[config.mk]
export PLATFORM = sky130hd
export DESIGN_NAME = ahb_master_arb
export DESIGN_NICKNAME = d
export VERILOG_FILES = /design/src/rtl/ahb_master_arb.sv
export SDC_FILE = /design/constraint.sdc
export NUM_CORES = 1
export LEC_CHECK = 0
export ABC_AREA = 0
export BUFFER_PORTS_ARGS = -buffer_cell sky130_fd_sc_hd__buf_2
export CORE_MARGIN = 2
export CORE_UTILIZATION = 56
export CTS_CLUSTER_DIAMETER = 30
export DETAILED_ROUTE_END_ITERATION = 8
export PLACE_DENSITY = 0.88
export SKIP_LAST_GASP = 1
export SLEW_MARGIN = 20
export SYNTH_ARGS = -nofsm -noshare
export SYNTH_HDL_FRONTEND = slang
export SYNTH_SLANG_ARGS = --single-unit
[constraint.sdc]
create_clock -name clk -period 18.65 [get_ports clk]
set_clock_uncertainty 0.1 [all_clocks]
set_input_delay 3.73 -clock clk [delete_from_list [all_inputs] [get_ports clk]]
set_output_delay 3.73 -clock clk [all_outputs]
set_load 0.05 [all_outputs]
[src/rtl/ahb_master_arb.sv]
// ahb_master_arb: N-to-1 AHB-Lite master arbiter with a per-master hold
// register. Uncontended transfers pass straight through with zero added
// wait states. A live request that loses arbitration is parked in its hold
// register, and that master's hready is stalled until the request is issued.
//
// Ports
//   clk, reset          rising-edge clock, synchronous active-high reset
//   m_*                 packed master-side buses, master i in slice i
//   m_hrdata            slave read data broadcast to every master
//   m_hready/m_hresp    per-master ready / response
//   s_*                 forwarded address phase, write data and select
//   s_hreadyin          looped back from s_hreadyout
//   s_hrdata/s_hreadyout/s_hresp  slave returns
//   grant_id            master currently owning the address phase
module ahb_master_arb #(
  parameter int unsigned NUM_MASTERS = 3,
  parameter int unsigned ADDR_W      = 32,
  parameter int unsigned DATA_W      = 32,
  parameter int unsigned ARB_MODE    = 1
) (
  input  logic                          clk,
  input  logic                          reset,
  input  logic [NUM_MASTERS*ADDR_W-1:0] m_haddr,
  input  logic [NUM_MASTERS-1:0]        m_hwrite,
  input  logic [NUM_MASTERS*3-1:0]      m_hsize,
  input  logic [NUM_MASTERS*3-1:0]      m_hburst,
  input  logic [NUM_MASTERS*4-1:0]      m_hprot,
  input  logic [NUM_MASTERS*2-1:0]      m_htrans,
  input  logic [NUM_MASTERS-1:0]        m_hmastlock,
  input  logic [NUM_MASTERS*DATA_W-1:0] m_hwdata,
  output logic [DATA_W-1:0]             m_hrdata,
  output logic [NUM_MASTERS-1:0]        m_hready,
  output logic [NUM_MASTERS-1:0]        m_hresp,
  output logic [ADDR_W-1:0]             s_haddr,
  output logic                          s_hwrite,
  output logic [2:0]                    s_hsize,
  output logic [2:0]                    s_hburst,
  output logic [3:0]                    s_hprot,
  output logic [1:0]                    s_htrans,
  output logic                          s_hmastlock,
  output logic [DATA_W-1:0]             s_hwdata,
  output logic                          s_hsel,
  output logic                          s_hreadyin,
  input  logic [DATA_W-1:0]             s_hrdata,
  input  logic                          s_hreadyout,
  input  logic                          s_hresp,
  output logic [2:0]                    grant_id
);

  localparam int unsigned IDX_W = 3;
  localparam logic [1:0] TR_IDLE = 2'b00;
  localparam logic [1:0] TR_BUSY = 2'b01;
  localparam logic [1:0] TR_SEQ  = 2'b11;

  // Address-phase payload; htrans kept apart so the idle-hold copy can omit it.
  typedef struct packed {
    logic [ADDR_W-1:0] haddr;
    logic              hwrite;
    logic [2:0]        hsize;
    logic [2:0]        hburst;
    logic [3:0]        hprot;
    logic              hmastlock;
  } xfer_t;

  typedef struct packed {
    xfer_t      x;
    logic [1:0] htrans;
  } addr_phase_t;

  addr_phase_t            live_ap [NUM_MASTERS];
  addr_phase_t            eff_ap  [NUM_MASTERS];
  addr_phase_t            hold_q  [NUM_MASTERS];
  addr_phase_t            gnt_ap;
  xfer_t                  last_q;
  logic [NUM_MASTERS-1:0] pend_q;
  logic [NUM_MASTERS-1:0] is_down;
  logic [NUM_MASTERS-1:0] live;
  logic [NUM_MASTERS-1:0] cand;
  logic [NUM_MASTERS-1:0] gnt_oh;
  logic                   dvalid_q;
  logic                   lock_q;
  logic [IDX_W-1:0]       downer_q;
  logic [IDX_W-1:0]       owner_q;
  logic [IDX_W-1:0]       rr_q;
  logic [IDX_W-1:0]       sel;
  logic [1:0]             owner_tr;
  logic                   blocked;
  logic                   found;
  logic                   gnt_valid;

  // Per-master unpack, ready/response steering and candidate detection.
  for (genvar g = 0; g < NUM_MASTERS; g++) begin : g_master
    assign live_ap[g] = {m_haddr[g*ADDR_W +: ADDR_W], m_hwrite[g], m_hsize[g*3 +: 3],
                         m_hburst[g*3 +: 3], m_hprot[g*4 +: 4], m_hmastlock[g],
                         m_htrans[g*2 +: 2]};
    assign is_down[g]  = dvalid_q && (downer_q == IDX_W'(g));
    assign m_hready[g] = pend_q[g] ? 1'b0 : (is_down[g] ? s_hreadyout : 1'b1);
    assign m_hresp[g]  = is_down[g] & s_hresp;
    assign live[g]     = live_ap[g].htrans[1] & m_hready[g];
    assign eff_ap[g]   = pend_q[g] ? hold_q[g] : live_ap[g];
    assign cand[g]     = pend_q[g] | live[g];
  end

  // Arbitration: the owner keeps the bus through SEQ/BUSY or an active lock.
  always_comb begin
    owner_tr  = TR_IDLE;
    sel       = owner_q;
    found     = 1'b0;
    gnt_ap    = '0;
    gnt_oh    = '0;
    for (int unsigned i = 0; i < NUM_MASTERS; i++) begin
      if (owner_q == IDX_W'(i)) owner_tr = eff_ap[i].htrans;
    end
    blocked = lock_q || (owner_tr == TR_SEQ) || (owner_tr == TR_BUSY);
    if (!blocked) begin
      if (ARB_MODE == 0) begin
        for (int unsigned i = 0; i < NUM_MASTERS; i++) begin
          if (!found && cand[i]) begin
            sel   = IDX_W'(i);
            found = 1'b1;
          end
        end
      end else begin
        // Search upward from the index after the last grant, wrapping.
        for (int unsigned k = 1; k <= NUM_MASTERS; k++) begin
          for (int unsigned i = 0; i < NUM_MASTERS; i++) begin
            if (!found && cand[i] && (((32'(rr_q) + k) % NUM_MASTERS) == i)) begin
              sel   = IDX_W'(i);
              found = 1'b1;
            end
          end
        end
      end
    end
    gnt_valid = s_hreadyout && (blocked || found);
    for (int unsigned i = 0; i < NUM_MASTERS; i++) begin
      if (sel == IDX_W'(i)) begin
        gnt_ap    = eff_ap[i];
        gnt_oh[i] = gnt_valid;
      end
    end
  end

  // Write data follows the data-phase owner.
  always_comb begin
    s_hwdata = '0;
    for (int unsigned i = 0; i < NUM_MASTERS; i++) begin
      if (downer_q == IDX_W'(i)) s_hwdata = m_hwdata[i*DATA_W +: DATA_W];
    end
  end

  // Hold registers, ownership, lock and data-phase tracking.
  always_ff @(posedge clk) begin
    if (reset) begin
      pend_q   <= '0;
      dvalid_q <= 1'b0;
      lock_q   <= 1'b0;
      downer_q <= '0;
      owner_q  <= '0;
      rr_q     <= IDX_W'(NUM_MASTERS - 1);
      last_q   <= '0;
      for (int unsigned i = 0; i < NUM_MASTERS; i++) hold_q[i] <= '0;
    end else begin
      for (int unsigned i = 0; i < NUM_MASTERS; i++) begin
        if (gnt_oh[i]) begin
          pend_q[i] <= 1'b0;
        end else if (live[i]) begin
          pend_q[i] <= 1'b1;
          hold_q[i] <= live_ap[i];
        end
      end
      if (gnt_valid) begin
        owner_q <= sel;
        rr_q    <= sel;
        last_q  <= gnt_ap.x;
        lock_q  <= gnt_ap.x.hmastlock && (gnt_ap.htrans != TR_IDLE);
      end
      if (gnt_valid && gnt_ap.htrans[1]) begin
        dvalid_q <= 1'b1;
        downer_q <= sel;
      end else if (s_hreadyout) begin
        dvalid_q <= 1'b0;
      end
    end
  end

  // Forwarded address phase; idle outputs hold the last granted values.
  assign s_haddr     = gnt_valid ? gnt_ap.x.haddr     : last_q.haddr;
  assign s_hwrite    = gnt_valid ? gnt_ap.x.hwrite    : last_q.hwrite;
  assign s_hsize     = gnt_valid ? gnt_ap.x.hsize     : last_q.hsize;
  assign s_hburst    = gnt_valid ? gnt_ap.x.hburst    : last_q.hburst;
  assign s_hprot     = gnt_valid ? gnt_ap.x.hprot     : last_q.hprot;
  assign s_hmastlock = gnt_valid ? gnt_ap.x.hmastlock : last_q.hmastlock;
  assign s_htrans    = gnt_valid ? gnt_ap.htrans      : TR_IDLE;
  assign s_hsel      = gnt_valid;
  assign s_hreadyin  = s_hreadyout;
  assign m_hrdata    = s_hrdata;
  assign grant_id    = owner_q;

endmodule

Word level (Yosys, flattened, before mapping)

Memory sizes are Yosys's and may differ from the RTL's.
Cells that the tools add are included.
Widths: inputs -> output; s select.

Add/sub/neg operators: 3
Divide/modulo/power cells: 3
Equality and inequality tests: 14
Mux-type cells: 75
Bitwise operators: 12
Reduce and logical (&&, ||, !) cells: 45

Operator list:

| cell                  | count |
|---|---|
| $mux 46               | 9 |
| $mux 32               | 4 |
| $eq 32x1->1 const B   | 3 |
| $eq 32x2->1 const B   | 3 |
| $logic_not 32->1      | 3 |
| $mod 32x2->32 const B | 3 |
| $mux 1                | 45 |
| $mux 3                | 12 |
| $logic_and 1x1->1     | 23 |
| $eq 3x1->1 const B    | 3 |
| $eq 3x2->1 const B    | 3 |
| $logic_not 3->1       | 3 |
| $add 3x2->4 const B   | 2 |
| $logic_not 1->1       | 8 |
| $mux 2                | 4 |
| $and 1x1->1           | 6 |
| $or 1x1->1            | 6 |
| $reduce_or 2->1       | 3 |
| $add 3x1->4 const B   | 1 |
| $mux 4                | 1 |
| $reduce_bool 2->1     | 2 |
| $logic_or 1x1->1      | 3 |
| $eq 2x1->1 const B    | 1 |
| $eq 2x2->1 const B    | 1 |

Flip-flop bits (word level): 58
Memory bits (writable): 138
Logic and storage cells: 167
Memories: 1

Memory list:

| name   | depth | bits a word | rd ports | clocked after memory_dff | write ports | RTL line | source |
|---|---|---|---|---|---|---|---|
| hold_q | 3     | 46          | 3        | 0                        | 3           | 72       | `addr_phase_t hold_q [NUM_MASTERS];` |

Logic depth before layout (Yosys ltp)

Depth in word-level cells: 56
Mapped depth: 26
Depth with buffers taken out: 21

Least setup slack after synthesis

OpenSTA, ideal clock, no wires.

Kind: input port to output port
Start: input s_hreadyout
End: output s_htrans[1]
Data arrival time: 7056 ps
Required time: 14820 ps
Slack: 7764 ps
Cell stages on the path: 13
Path buffers: 2
Cell sequence: clkbuf_1 > or4b_1 > o22ai_1 > a22o_1 > nor2_1 > mux2i_1 > a31oi_1 > nor3_1 > a211oi_2 > o32a_1 > buf_2 > o22a_1 > nor2_1

Word-level cells in the longest chain between the ends: 52

RTL lines:

| item                            | RTL line | source |
|---|---|---|
| from (decl)                     | 45       | `input logic s_hreadyout,` |
| $mux 1 (2 in series)            | 97       | `assign m_hready[g] = pend_q[g] ? 1'b0 : (is_down[g] ? s_hreadyout : 1'b1);` |
| $and 1x1->1                     | 99       | `assign live[g] = live_ap[g].htrans[1] & m_hready[g];` |
| $or 1x1->1                      | 101      | `assign cand[g] = pend_q[g] \| live[g];` |
| $logic_and 1x1->1               | 127      | `if (!found && cand[i] && (((32'(rr_q) + k) % NUM_MASTERS) == i)) begin` |
| $mux 1                          | 127      |  |
| $mux 1                          | 115      | `if (!blocked) begin` |
| $logic_not 1->1                 | 127      |  |
| $logic_and 1x1->1 (2 in series) | 127      |  |
| [... 31 more ...]               | -        |  |
| $mux 1                          | 115      |  |
| $logic_not 1->1                 | 127      |  |
| $logic_and 1x1->1 (2 in series) | 127      |  |
| $mux 3                          | 127      |  |
| $mux 3                          | 115      |  |
| $logic_not 3->1                 | 137      | `if (sel == IDX_W'(i)) begin` |
| $mux 46 (3 in series)           | 137      |  |
| $mux 2 *                        | 194      | `assign s_htrans = gnt_valid ? gnt_ap.htrans : TR_IDLE;` |
| to (decl)                       | 39       | `output logic [1:0] s_htrans,` |

Mark *: on every way between the ends. The rest lies on a longest branch, timed or not. The select of a mux whose other input is x is not followed.

Worst setup path after layout

Start: input s_hreadyout
End: output s_haddr[6]

Word-level cells in the longest chain between the ends: 52

RTL lines:

| item                            | RTL line | source |
|---|---|---|
| $mux 1 (2 in series)            | 97       |  |
| $and 1x1->1                     | 99       |  |
| $or 1x1->1                      | 101      |  |
| $logic_and 1x1->1               | 127      |  |
| $mux 1                          | 127      |  |
| $mux 1                          | 115      |  |
| $logic_not 1->1                 | 127      |  |
| $logic_and 1x1->1 (2 in series) | 127      |  |
| [... 31 more ...]               | -        |  |
| $mux 1                          | 115      |  |
| $logic_not 1->1                 | 127      |  |
| $logic_and 1x1->1 (2 in series) | 127      |  |
| $mux 3                          | 127      |  |
| $mux 3                          | 115      |  |
| $logic_not 3->1                 | 137      |  |
| $mux 46 (3 in series)           | 137      |  |
| $mux 32 *                       | 188      | `assign s_haddr = gnt_valid ? gnt_ap.x.haddr : last_q.haddr;` |
| to (decl)                       | 34       | `output logic [ADDR_W-1:0] s_haddr,` |

Marked as above.

==> reports/qor.csv <==
stage,metric,value,unit
synth,syn_avg_cell_area,9.363,sq um
layout,final_cell_area,14370,sq um
die,die_area,23240,sq um
synth,yosys-top-cells-count,"157 x nand2_1, 152 x a21oi_1, 139 x and2_1",
worst_setup_path,cp-start-kind,input port,
synth,synth_edf_count,138,
grt,grt_antenna_before_repair,17,
grt,track_usage,31.54,%
place,gp_congestion,0.9409,
die,floorplan.rows,54,
timing,whs,0.3635,ns
power_and_ir_drop,p_int,1.441,mW
grt,grt_start_max_net_pins,97,
synth,synth_top_area_share,33.58,%
layout,syn_to_final_growth,16.47,%
worst_setup_path,reg2reg_from,grant_id[2],
power_and_ir_drop,switching_share,54.59,%
synth,synth_top_area_cell,edfxtp_1,
clocking,post_cts_resized,0,
worst_setup_path,critPathKind,input port to output pin,
place,port_buffers,326,
place,place_area,13750,sq um
timing,hold_violations,0,
die,ios,391,
synth,synth_flop_cell,edfxtp_1,
synth,syn_area,12340,sq um
synth,ys_warn_count,0,
synth,synth_seq_cells,194,
worst_setup_path,worstPathRequired,14.82,ns
synth,yosysMostFrequentCell,nand2_1,
timing,worst_pin_slew,1.057,ns
timing,finalCritPeriodShare,64.57,%
die,die_y,152.4,microns
synth,async_flop_share,0,%
layout,fillCellCount,1694,
status,outcome,"finished, final reports clean",
synth,ys_seq_area_share,42.66,%
power_and_ir_drop,seqPwrFrac,23.1,%
drt,wl,37890,microns
timing,period_needed,12.04,ns
flow_run,cap_violations,0,
synth,synth_nets,1609,
die,core_area,21760,sq um
grt,grt_overflow,0,
synth,yosysUniqueCellTypes,73,
drt,viasPerCell,5.996,
clocking,cts.reportedPaths.clkPinSlew,0.07,ns
worst_setup_path,startpoint,s_hreadyout,
min_path,worst_hold_startpoint,last_q[24],
drt,ant_nets,0,
drt,drtPass1Iterations,5,
die,die_w,152.4,microns
clocking,post_cts_buffers,0,
clocking,cts_tree,done,
clocking,clk_path_buf_depth,2,
synth,synth_cells,1318,
drt,wl_per_cell,20.52,microns
layout,final_util,66.06,%
timing,rsz0062_at_grt,no,
worst_setup_path,cp_data_arrival_time,8.21,ns
timing,fin_setup_tns,0,ns
power_and_ir_drop,ir_drop,194.8,uV
power_and_ir_drop,pwr-share-clk,11.5,%
layout,drive_above_1_share,25.87,%
synth,synthTopCellsByArea,"edfxtp_1 34%, mux2i_1 10%, dfxtp_1 9.1%, and2_1 7.0%, a21oi_1 6.2%",
power_and_ir_drop,leakage,6.179,nW
place,dp_hpwl,27020,microns
timing,fmax,83.04,MHz
grt,grt_pass1_wl,58550,microns
clocking,cts_buffers,17,
worst_setup_path,path_max_fanout,51,
clocking,cts-root-buf,clkbuf_16,
clocking,hold_buffers,0,
clocking,ctsHtreeMaxLevel,4,
timing,slew_headroom,29.55,%
grt,grt_pass1_vias,10870,
timing,setup_viol,0,
min_path,hold_class,flip-flop to flip-flop,
layout,nNetsFinal,1836,
drt,drc,0,
power_and_ir_drop,power_frac_comb,65.4,%
power_and_ir_drop,total_power,3.173,mW
worst_setup_path,end_kind,output pin,
timing,slew_viol_final,0,
clocking,clock_latency,0.43,ns
drt,vias,11070,
power_and_ir_drop,p_sw,1.732,mW
power_and_ir_drop,p_per_area,220.7,nW/um^2
clocking,cts_sinks,194,
die,start_util,56.72,%
drt,drt-initial-drc-count,956,
[cells in the final DEF, fill, tap and decap left out, types with 15 or more instances in the layout]
cell type,synthesis,layout
buf_2,5,326
nand2_1,157,157
a21oi_1,152,152
and2_1,139,139
edfxtp_1,138,138
mux2i_1,128,128
nor2_1,91,89
dfxtp_1,56,52
nor2b_1,50,50
a211oi_1,49,49
o32ai_1,45,45
inv_1,21,21
ha_1,21,21
nor3_1,18,18
clkbuf_16,0,18
buf_4,36,15
[worst max-delay path, stage by stage]
cell and delay [ns]:
buf_2 0.17, or4b_1 0.50, o22ai_1 0.48, a22o_1 0.27, nor3_1 0.05, a31oi_1 0.18
a211oi_2 0.09, a31o_1 0.26, a211oi_4 0.23, buf_4 0.54, o211a_1 0.58, buf_4 0.49
a21oi_1 0.13, nand2_1 0.15, nand2_1 0.09, buf_2 0.22
[power groups by stage]
stage | registers (mW) | logic [mW] | clock network, mW
4_1_cts | 0.733 | 2.06 | 0.367
3_5_place_dp | 0.742 | 2.05 | 0
5_1_grt | 0.750 | 2.23 | 0.383
3_3_place_gp | 0.732 | 2.01 | 0
6_report | 0.734 | 2.07 | 0.365
2_1_floorplan | 0.694 | 1.65 | 0
[metal layers]
| layer | wire [microns] | vias to the layer above | share of wire, % | GRT usage [%] |
|---|---|---|---|---|
| met3 | 2951 | 106 | 7.8 | 7.480 |
| met5 | 108 | - | 0.29 | 0 |
| met1 | 14600 | 5180 | 39 | 37.89 |
| li1 | - | 5195 | - | - |
| met4 | 1649 | 16 | 4.4 | 14.64 |
| met2 | 18580 | 572 | 49 | 53.80 |
[path summary, 6_finish.rpt]
kind,depth (start not counted),slack (ns),to
worst max-delay path,16,6.61,s_haddr[6]
worst min-delay path,2,0.36,last_q[24]
worst max register to register,21,10.58,hold_q[0][67]
worst min register to register,2,0.36,last_q[24]
[stage by stage]
| stage | setup WS (ns) | std cells |
|---|---|---|
| 2_1_floorplan | 7.764 | 1318 |
| 3_3_place_gp | 6.792 | 1805 |
| 3_5_place_dp | 6.687 | 1805 |
| 4_1_cts | 6.677 | 1837 |
| 5_1_grt | 6.340 | 1844 |
| 6_report | 6.607 | 1846 |
[area by class of cell]
| cell class | count | area (sq um) | area share [%] |
|---|---|---|---|
| multi-input cells | 968 | 6301 | 43.84 |
| flip-flops and latches | 194 | 5275 | 36.70 |
| repair buffers | 342 | 1764 | 12.27 |
| clock buffers | 20 | 457.9 | 3.186 |
| well taps | 280 | 350.3 | 2.438 |
| clock inverters | 12 | 121.4 | 0.8444 |
| inverters | 22 | 82.58 | 0.5746 |
| diodes | 8 | 20.02 | 0.1393 |
[flip-flops by register name, indices dropped and copies added, names as in the netlist]
| name | count |
|---|---|
| downer_q | 3 |
| dvalid_q | 1 |
| grant_id | 3 |
| hold_q | 138 |
| last_q | 44 |
| lock_q | 1 |
| pend_q | 3 |
| rr_q | 1 |
[cells by family (layout without fill, tap and decap cells)]
family / Yosys count / count (layout) / synth area share (%)
buffers and inverters: 156 / 396 / 6.925
XOR/XNOR: 5 / 5 / 0.4158
multiplexers: 130 / 130 / 10.56
AO/OA/AOI/OAI: 318 / 318 / 17.12
AND/OR/NAND/NOR: 494 / 494 / 20.18
other: 0 / 8 / 0
adder cells (fa/ha/maj): 21 / 21 / 2.129
flip-flops: 194 / 194 / 42.66
Note: power is estimated with default switching activity, not from simulation.
